--- config.mk ---
export PLATFORM = sky130hd
export DESIGN_NAME = mult_div_unit
export DESIGN_NICKNAME = d
export VERILOG_FILES = /design/src/rtl/mult_div_unit.sv
export SDC_FILE = /design/constraint.sdc
export NUM_CORES = 1
export LEC_CHECK = 0
export CORE_MARGIN = 4
export CORE_UTILIZATION = 45
export CTS_BUF_LIST = sky130_fd_sc_hd__clkbuf_4 sky130_fd_sc_hd__clkbuf_8
export DETAILED_ROUTE_END_ITERATION = 8
export GPL_ROUTABILITY_DRIVEN = 0
export PLACE_DENSITY_LB_ADDON = 0.05
export SYNTH_ARGS = -nofsm -noshare
export SYNTH_HDL_FRONTEND = slang
export SYNTH_SLANG_ARGS = --single-unit
--- constraint.sdc ---
create_clock -name clk -period 4.2 [get_ports clk]
set_input_delay 0.63 -clock clk [delete_from_list [all_inputs] [get_ports clk]]
set_output_delay 0.63 -clock clk [all_outputs]
set_load 0.1 [all_outputs]
--- src/rtl/mult_div_unit.sv ---
// Iterative multiply/divide unit with architectural HI/LO registers.
// Shift-add multiply and restoring divide, one bit per cycle, followed by a sign-fixup cycle.
module mult_div_unit #(
  parameter int unsigned WIDTH = 32
) (
  input  logic             clk,
  input  logic             reset,
  input  logic             Start,
  input  logic [1:0]       Op,
  input  logic [WIDTH-1:0] Src1,
  input  logic [WIDTH-1:0] Src2,
  input  logic             HiWriteEn,
  input  logic             LoWriteEn,
  input  logic [WIDTH-1:0] WriteData,
  output logic             Busy,
  output logic             Done,
  output logic             DivByZero,
  output logic [WIDTH-1:0] Hi,
  output logic [WIDTH-1:0] Lo
);

  localparam int unsigned CntW = (WIDTH > 1) ? $clog2(WIDTH) : 1;

  typedef enum logic [1:0] {StIdle, StRun, StFix} state_e;

  state_e                state_q, state_d;
  logic                  is_div_q, is_div_d;
  logic                  neg_res_q, neg_res_d;
  logic                  neg_rem_q, neg_rem_d;
  logic                  dbz_q, dbz_d;
  logic [WIDTH-1:0]      mcand_q, mcand_d;
  logic [2*WIDTH:0]      acc_q, acc_d;
  logic [CntW-1:0]       cnt_q, cnt_d;
  logic [WIDTH-1:0]      hi_q, hi_d;
  logic [WIDTH-1:0]      lo_q, lo_d;
  logic                  done_q, done_d;
  logic                  div0_q, div0_d;

  logic                  src1_neg, src2_neg;
  logic [WIDTH-1:0]      mag1, mag2;
  logic [WIDTH:0]        mul_sum;
  logic [WIDTH:0]        div_shift_rem;
  logic [WIDTH:0]        div_diff;
  logic [2*WIDTH-1:0]    prod, prod_fix;
  logic [WIDTH-1:0]      quot_fix, rem_fix;

  // Sign flags are only ever set for the signed ops (Op[0] == 0).
  assign src1_neg = ~Op[0] & Src1[WIDTH-1];
  assign src2_neg = ~Op[0] & Src2[WIDTH-1];
  assign mag1     = src1_neg ? -Src1 : Src1;
  assign mag2     = src2_neg ? -Src2 : Src2;

  assign mul_sum       = acc_q[2*WIDTH:WIDTH] + {1'b0, (acc_q[0] ? mcand_q : '0)};
  assign div_shift_rem = acc_q[2*WIDTH-1:WIDTH-1];
  assign div_diff      = div_shift_rem - {1'b0, mcand_q};

  assign prod     = acc_q[2*WIDTH-1:0];
  assign prod_fix = neg_res_q ? -prod : prod;
  // Quotient truncates toward zero; remainder follows the dividend's sign.
  assign quot_fix = neg_res_q ? -acc_q[WIDTH-1:0] : acc_q[WIDTH-1:0];
  assign rem_fix  = neg_rem_q ? -acc_q[2*WIDTH-1:WIDTH] : acc_q[2*WIDTH-1:WIDTH];

  always_comb begin
    state_d   = state_q;
    is_div_d  = is_div_q;
    neg_res_d = neg_res_q;
    neg_rem_d = neg_rem_q;
    dbz_d     = dbz_q;
    mcand_d   = mcand_q;
    acc_d     = acc_q;
    cnt_d     = cnt_q;
    hi_d      = hi_q;
    lo_d      = lo_q;
    done_d    = 1'b0;
    div0_d    = 1'b0;

    unique case (state_q)
      StIdle: begin
        if (HiWriteEn) hi_d = WriteData;
        if (LoWriteEn) lo_d = WriteData;
        if (Start) begin
          is_div_d  = Op[1];
          neg_res_d = src1_neg ^ src2_neg;
          neg_rem_d = src1_neg;
          dbz_d     = Op[1] & (Src2 == '0);
          cnt_d     = CntW'(WIDTH - 1);
          state_d   = StRun;
          if (Op[1]) begin
            mcand_d = mag2;
            acc_d   = {{(WIDTH + 1){1'b0}}, mag1};
          end else begin
            mcand_d = mag1;
            acc_d   = {{(WIDTH + 1){1'b0}}, mag2};
          end
        end
      end

      StRun: begin
        if (is_div_q) begin
          if (!div_diff[WIDTH]) begin
            acc_d = {1'b0, div_diff[WIDTH-1:0], acc_q[WIDTH-2:0], 1'b1};
          end else begin
            acc_d = {1'b0, div_shift_rem[WIDTH-1:0], acc_q[WIDTH-2:0], 1'b0};
          end
        end else begin
          acc_d = {1'b0, mul_sum, acc_q[WIDTH-1:1]};
        end
        cnt_d = cnt_q - CntW'(1);
        if (cnt_q == '0) state_d = StFix;
      end

      StFix: begin
        if (is_div_q) begin
          if (!dbz_q) begin
            hi_d = rem_fix;
            lo_d = quot_fix;
          end
        end else begin
          hi_d = prod_fix[2*WIDTH-1:WIDTH];
          lo_d = prod_fix[WIDTH-1:0];
        end
        done_d  = 1'b1;
        div0_d  = is_div_q & dbz_q;
        state_d = StIdle;
      end

      default: state_d = StIdle;
    endcase
  end

  always_ff @(posedge clk) begin
    if (reset) begin
      state_q   <= StIdle;
      is_div_q  <= 1'b0;
      neg_res_q <= 1'b0;
      neg_rem_q <= 1'b0;
      dbz_q     <= 1'b0;
      mcand_q   <= '0;
      acc_q     <= '0;
      cnt_q     <= '0;
      hi_q      <= '0;
      lo_q      <= '0;
      done_q    <= 1'b0;
      div0_q    <= 1'b0;
    end else begin
      state_q   <= state_d;
      is_div_q  <= is_div_d;
      neg_res_q <= neg_res_d;
      neg_rem_q <= neg_rem_d;
      dbz_q     <= dbz_d;
      mcand_q   <= mcand_d;
      acc_q     <= acc_d;
      cnt_q     <= cnt_d;
      hi_q      <= hi_d;
      lo_q      <= lo_d;
      done_q    <= done_d;
      div0_q    <= div0_d;
    end
  end

  assign Busy      = (state_q != StIdle);
  assign Done      = done_q;
  assign DivByZero = div0_q;
  assign Hi        = hi_q;
  assign Lo        = lo_q;

endmodule

# == Word-level counts from Yosys, hierarchy flattened ==
# Index checks and enable logic that the tools add are counted.
# totals
ff_bits,174
word_cells,72
in_bits,103
# op_classes
bitwise_logic,7
n_mux,26
n_addsub,8
reduce_logical,12
n_eq_ne,7
# op_table
operator,n
2-to-1 mux 32 bit,13
2-to-1 mux 65 bit,2
case mux 65 bit (2 select lines),1
2-to-1 mux 64 bit,2
negation 32 bit,4
case mux 32 bit (2 select lines),2
negation 64 bit,1
adder 33 x 32 -> 33 bit,1
subtractor 33 x 32 -> 33 bit,1
zero test 32 bit,1
case mux 5 bit (2 select lines),1
inequality test 2 bit (second input constant),4
AND reduction 2 bit,3
AND reduction 3 bit,2
nonzero test 2 bit,3
zero test 5 bit,1
2-to-1 mux 5 bit,1
subtractor 5 x 1 -> 5 bit (second input constant),1
bitwise AND 1 bit,4
2-to-1 mux 2 bit,2
case mux 2 bit (2 select lines),1
inequality test 3 bit (second input constant),1
== test 2 x 1 -> 1 bit (second input constant),1
== test 2 bit (second input constant),1
5 further kinds,6

# == Depth between registers and ports, before layout ==
# Gate-level depths: netlist of the first run.
# logic_depth
depth_word,6
ltp_mapped,15

# == Worst setup path after synthesis of the first run ==
# No wires, ideal clock.
# synth_timing
path_kind,reg-to-reg
startpoint,reg acc_q[33]
endpoint,"reg hi_q[30], in the netlist Hi[30]"
synth_period_minus_slack_ns,3.231
setup_ns,0.091
slack_ns,0.969
path_stages_with_launch,13
arrival_time_ns,3.140
path_cell_list,dfxtp_1 > inv_1 > ha_1 > or3b_1 > or3_1 > buf_2 > or4_4 > or2_1 > or4_1 > a21oi_2 > xnor2_1 > nand2_1 > a311oi_1
# synth_between
elab_chain_len,5
# synth_lines
item,line_no,source
from (decl),32,"logic [2*WIDTH:0] acc_q, acc_d;"
from (signal assigned),139,acc_q <= '0;
from (signal assigned),152,acc_q <= acc_d;
negation 32 bit,61,assign rem_fix = neg_rem_q ? -acc_q[2*WIDTH-1:WIDTH] : acc_q[2*WIDTH-1:WIDTH];
2-to-1 mux 32 bit,61,
2-to-1 mux 32 bit,114,if (!dbz_q) begin
2-to-1 mux 32 bit *,113,if (is_div_q) begin
case mux 32 bit (2 select lines) *,77,unique case (state_q)
to (signal assigned),154,hi_q <= hi_d;
to (decl),34,"logic [WIDTH-1:0] hi_q, hi_d;"
# Every way passes the cells marked *; elsewhere a longest branch is shown, timed or not. The select of a mux whose other input is x is not followed.
# A chain may end at the register's enable or synchronous reset.

# == Final worst setup path of the first run ==
# layout_timing
startpoint,reg acc_q[41]
endpoint,reg acc_q[45]
# layout_between
elab_chain_len,4
# layout_lines
item,line_no,source
subtractor 33 x 32 -> 33 bit,55,"assign div_diff = div_shift_rem - {1'b0, mcand_q};"
2-to-1 mux 64 bit,100,if (!div_diff[WIDTH]) begin
2-to-1 mux 65 bit *,99,if (is_div_q) begin
case mux 65 bit (2 select lines) *,77,
# Every way passes the cells marked *; elsewhere a longest branch is shown, timed or not.

==> results of run 1 <==
-- synth_stat cells, types with 26 or more instances --
cell	number	area, sq um
a211oi_1	71	533
a31oi_1	33	206
a311oi_1	26	228
a21oi_1	199	996
xor2_1	80	701
dfxtp_1	173	3460
nor3_1	32	160
clkbuf_1	109	409
o211ai_1	29	218
inv_1	64	240
ha_1	70	876
o21ai_0	97	485
xnor2_1	92	806
nand2_1	168	631
a21o_1	28	210
mux2i_1	72	721
nor2_1	278	1040
-- cells by family (layout without fill, tap and decap cells) --
family,Yosys count,in the layout,share of synthesized area
AND/OR/NAND/NOR,653,653,0.209
other,0,1,0
AO/OA/AOI/OAI,613,613,0.274
multiplexers,76,76,0.0531
XOR/XNOR,172,172,0.104
flip-flops,173,173,0.240
adder cells (fa/ha/maj),72,72,0.0635
buffers and inverters,200,315,0.0561
-- worst min-delay path, cell delays in order, from the launching register on --
cell     delay (ns)
dfxtp_1        0.32
nand2_1        0.05
a21oi_1        0.05
-- through the flow --
step | hold WS [ns] | cell area (sq um) | total power (W) | utilization | worst slack [ns]
2_1_floorplan | 0.432 | 14400 | 0.00336 | - | 0.969
3_3_place_gp | 0.442 | 16500 | 0.00397 | 0.523 | 0.492
3_5_place_dp | 0.445 | 16500 | 0.00398 | 0.523 | 0.411
4_1_cts | 0.458 | 16900 | 0.00519 | 0.535 | 0.531
5_1_grt | 0.493 | 16900 | 0.00544 | 0.535 | 0.246
6_report | 0.457 | 16900 | 0.00518 | 0.535 | 0.472
-- state kept, by name, summed over array words and instances (netlist names), 2 cells and up --
signal and flops:
cnt_q 5, acc_q 64, Lo 32, mcand_q 32, state_q 2, Hi 32
-- power groups by stage --
| stage | Clock (W) | Sequential, W | Combinational (W) |
|---|---|---|---|
| floorplan | 0 | 0.00223 | 0.00113 |
| global placement | 0 | 0.00193 | 0.00204 |
| detailed placement | 0 | 0.00193 | 0.00205 |
| CTS | 0.00123 | 0.00189 | 0.00206 |
| global route | 0.00129 | 0.00191 | 0.00224 |
| finish | 0.00121 | 0.00190 | 0.00207 |
-- routing by layer --
layer / global-route usage / part of all wire / up-vias / wire length [um]
met1: 0.409 / 0.46 / 6932 / 23800
met4: 0.108 / 0.040 / 0 / 2040
li1: - / - / 7299 / -
met5: 0 / 0 / - / 0
met3: 0.0366 / 0.069 / 94 / 3550
met2: 0.431 / 0.43 / 605 / 21900
-- cell usage in the layout, fill, tap and decap left out, drive strengths merged, types with 25 or more instances in the layout --
cell type / n
nor2: 279
a21oi: 200
dfxtp: 173
nand2: 168
clkdlybuf4s50: 167
o21ai: 100
xnor2: 92
xor2: 80
mux2i: 72
a211oi: 71
ha: 70
inv: 70
buf: 53
a31oi: 33
nor3: 32
o211ai: 29
a21o: 28
a311oi: 26
nand3: 25
-- layout make-up --
cell class                 instances  area (sq um)
clock buffer                      18           241
antenna                            1          2.50
clock inverter                    13           133
multi-input combinational       1586         10200
inverter                          64           240
tap                              402           503
sequential                       173          3460
timing repair buffer             220          2090
fill                            3093         14700
-- how the worst max path moves through the flow --
stage	from	endpoint	slack, ns	depth (start not counted)
2_1_floorplan	acc_q[33]	Hi[30]	0.97	12
3_3_place_gp	Src2[11]	mcand_q[29]	0.49	10
3_5_place_dp	Src2[11]	acc_q[30]	0.41	10
4_1_cts	acc_q[31]	acc_q[45]	0.53	14
5_1_grt	acc_q[31]	acc_q[43]	0.25	14
6_report	acc_q[41]	acc_q[45]	0.47	11
==> flow_summary.json, run 1 <==
{
  "power_switching_w": 0.00221,
  "portBuffers": 169,
  "rsz0062_at_grt": "no",
  "tritoncts": "built",
  "slowest_stage": "dfxtp_1",
  "synth_area_sq_um": 14400,
  "seqPwrFrac": 0.366,
  "drc_errors": 0,
  "status": "completed",
  "reg2regPathDepth": 11,
  "fp.dieArea_sq_um": 35000,
  "ys_warn_count": 0,
  "htree_levels": 4,
  "place_inst": 2445,
  "io-pin-count": 170,
  "wire_per_inst_um": 20.7,
  "antenna_found_initial": 0,
  "grt_use_total": 0.283,
  "max_freq_ghz": 0.268,
  "clockRootBuffer": "clkbuf_8",
  "slew_viol_final": 0,
  "p_clk_frac": 0.234,
  "stdcell_count": 2477,
  "cp_cell_sequence": "ha_1 > and3_1 > a221o_1 > a22oi_1 > nand2_1 > o31a_1 > a221o_1 > xor2_4 > buf_4 > mux2i_1 > o21ai_0",
  "ys_seq_elements": 173,
  "synth-seq-area-share": 0.240,
  "grt_pass1_wl_um": 79800,
  "fin_crit_ns": 3.73,
  "cts_setup_buffers": 0,
  "leakagePower_nw": 6.51,
  "cpMostUsedCell": "a221o_1",
  "synthArstFlopShare": 0,
  "clk_pin_slew_ns": 0.11,
  "combinationalPowerShare": 0.400,
  "grt_max_degree": 89,
  "ctsHoldBuffers": 0,
  "drtIter0Drc": 1286,
  "worst_pin_slew_ns": 1.01,
  "internal_power_w": 0.00297,
  "regToRegEndpoint": "acc_q[45]",
  "ys_types": 77,
  "die_h_um": 187,
  "r2r_slack_ns": 0.47,
  "grt_pass1_vias": 13900,
  "first_pass_iters": 5,
  "p_sw_frac": 0.427,
  "setup-tns-final_ns": 0,
  "ys.flop_type": "dfxtp_1",
  "core_sq_um": 31600,
  "fin_nets": 2237,
  "synth.avg_cell_area_sq_um": 7.36,
  "viasPerCell": 6.03,
  "cp-end-kind": "flip-flop",
  "clock_sinks": 173,
  "cts_made_buffers": 17,
  "start_kind": "flip-flop",
  "min_path_cells": 2,
  "routed_wl_um": 51200,
  "hold_violations": 0,
  "finalSetupViolCount": 0,
  "maxCapViolations": 0,
  "initial_core_util": 0.457,
  "crit_buf_inv": 1,
  "min-delay-start": "mcand_q[3]",
  "rows": 65,
  "critical_path.max_fanout": 18,
  "drive_above_1_share": 0.0612,
  "place.detailed.hpwl_um": 40200,
  "period_share": 0.888,
  "cts_buffer_depth": 2,
  "synth_edf_count": 0,
  "syn2layout_area_growth_pct": 17.1,
  "die_x_um": 187,
  "route.vias.total": 14900,
  "min_path_type": "flip-flop to flip-flop",
  "synth_cells": 1959,
  "r2r_start": "acc_q[41]",
  "maxSlewHeadroom": 0.321,
  "critPathRequiredTime_ns": 4.57,
  "gr-total-overflow": 0,
  "holdPathEnd": "mcand_q[3]",
  "syn_nets": 2134,
  "ir_drop_mv": 0.217,
  "crit_arrival_ns": 4.10,
  "post_cts_resized": 0,
  "powerDensity_nw_per_um2": 307,
  "path_class": "flip-flop to flip-flop",
  "slowest_delay_ns": 0.62,
  "cp_top_family": "compound AO/OA/AOI/OAI gates",
  "clk_latency_ns": 0.49,
  "ant_nets": 0,
  "fin_skew_ns": 0.0186
}
(Power assumes the default switching activity.)
==> run 2, diff against run 1 <==
--- a/config.mk
+++ b/config.mk
@@ -11,6 +11,7 @@
 export DETAILED_ROUTE_END_ITERATION = 8
 export GPL_ROUTABILITY_DRIVEN = 0
 export PLACE_DENSITY_LB_ADDON = 0.05
+export SLEW_MARGIN = 20
 export SYNTH_ARGS = -nofsm -noshare
 export SYNTH_HDL_FRONTEND = slang
 export SYNTH_SLANG_ARGS = --single-unit
==> results of run 2 <==
Same layout as run 1: the final DEF is identical, and so are final timing and power.
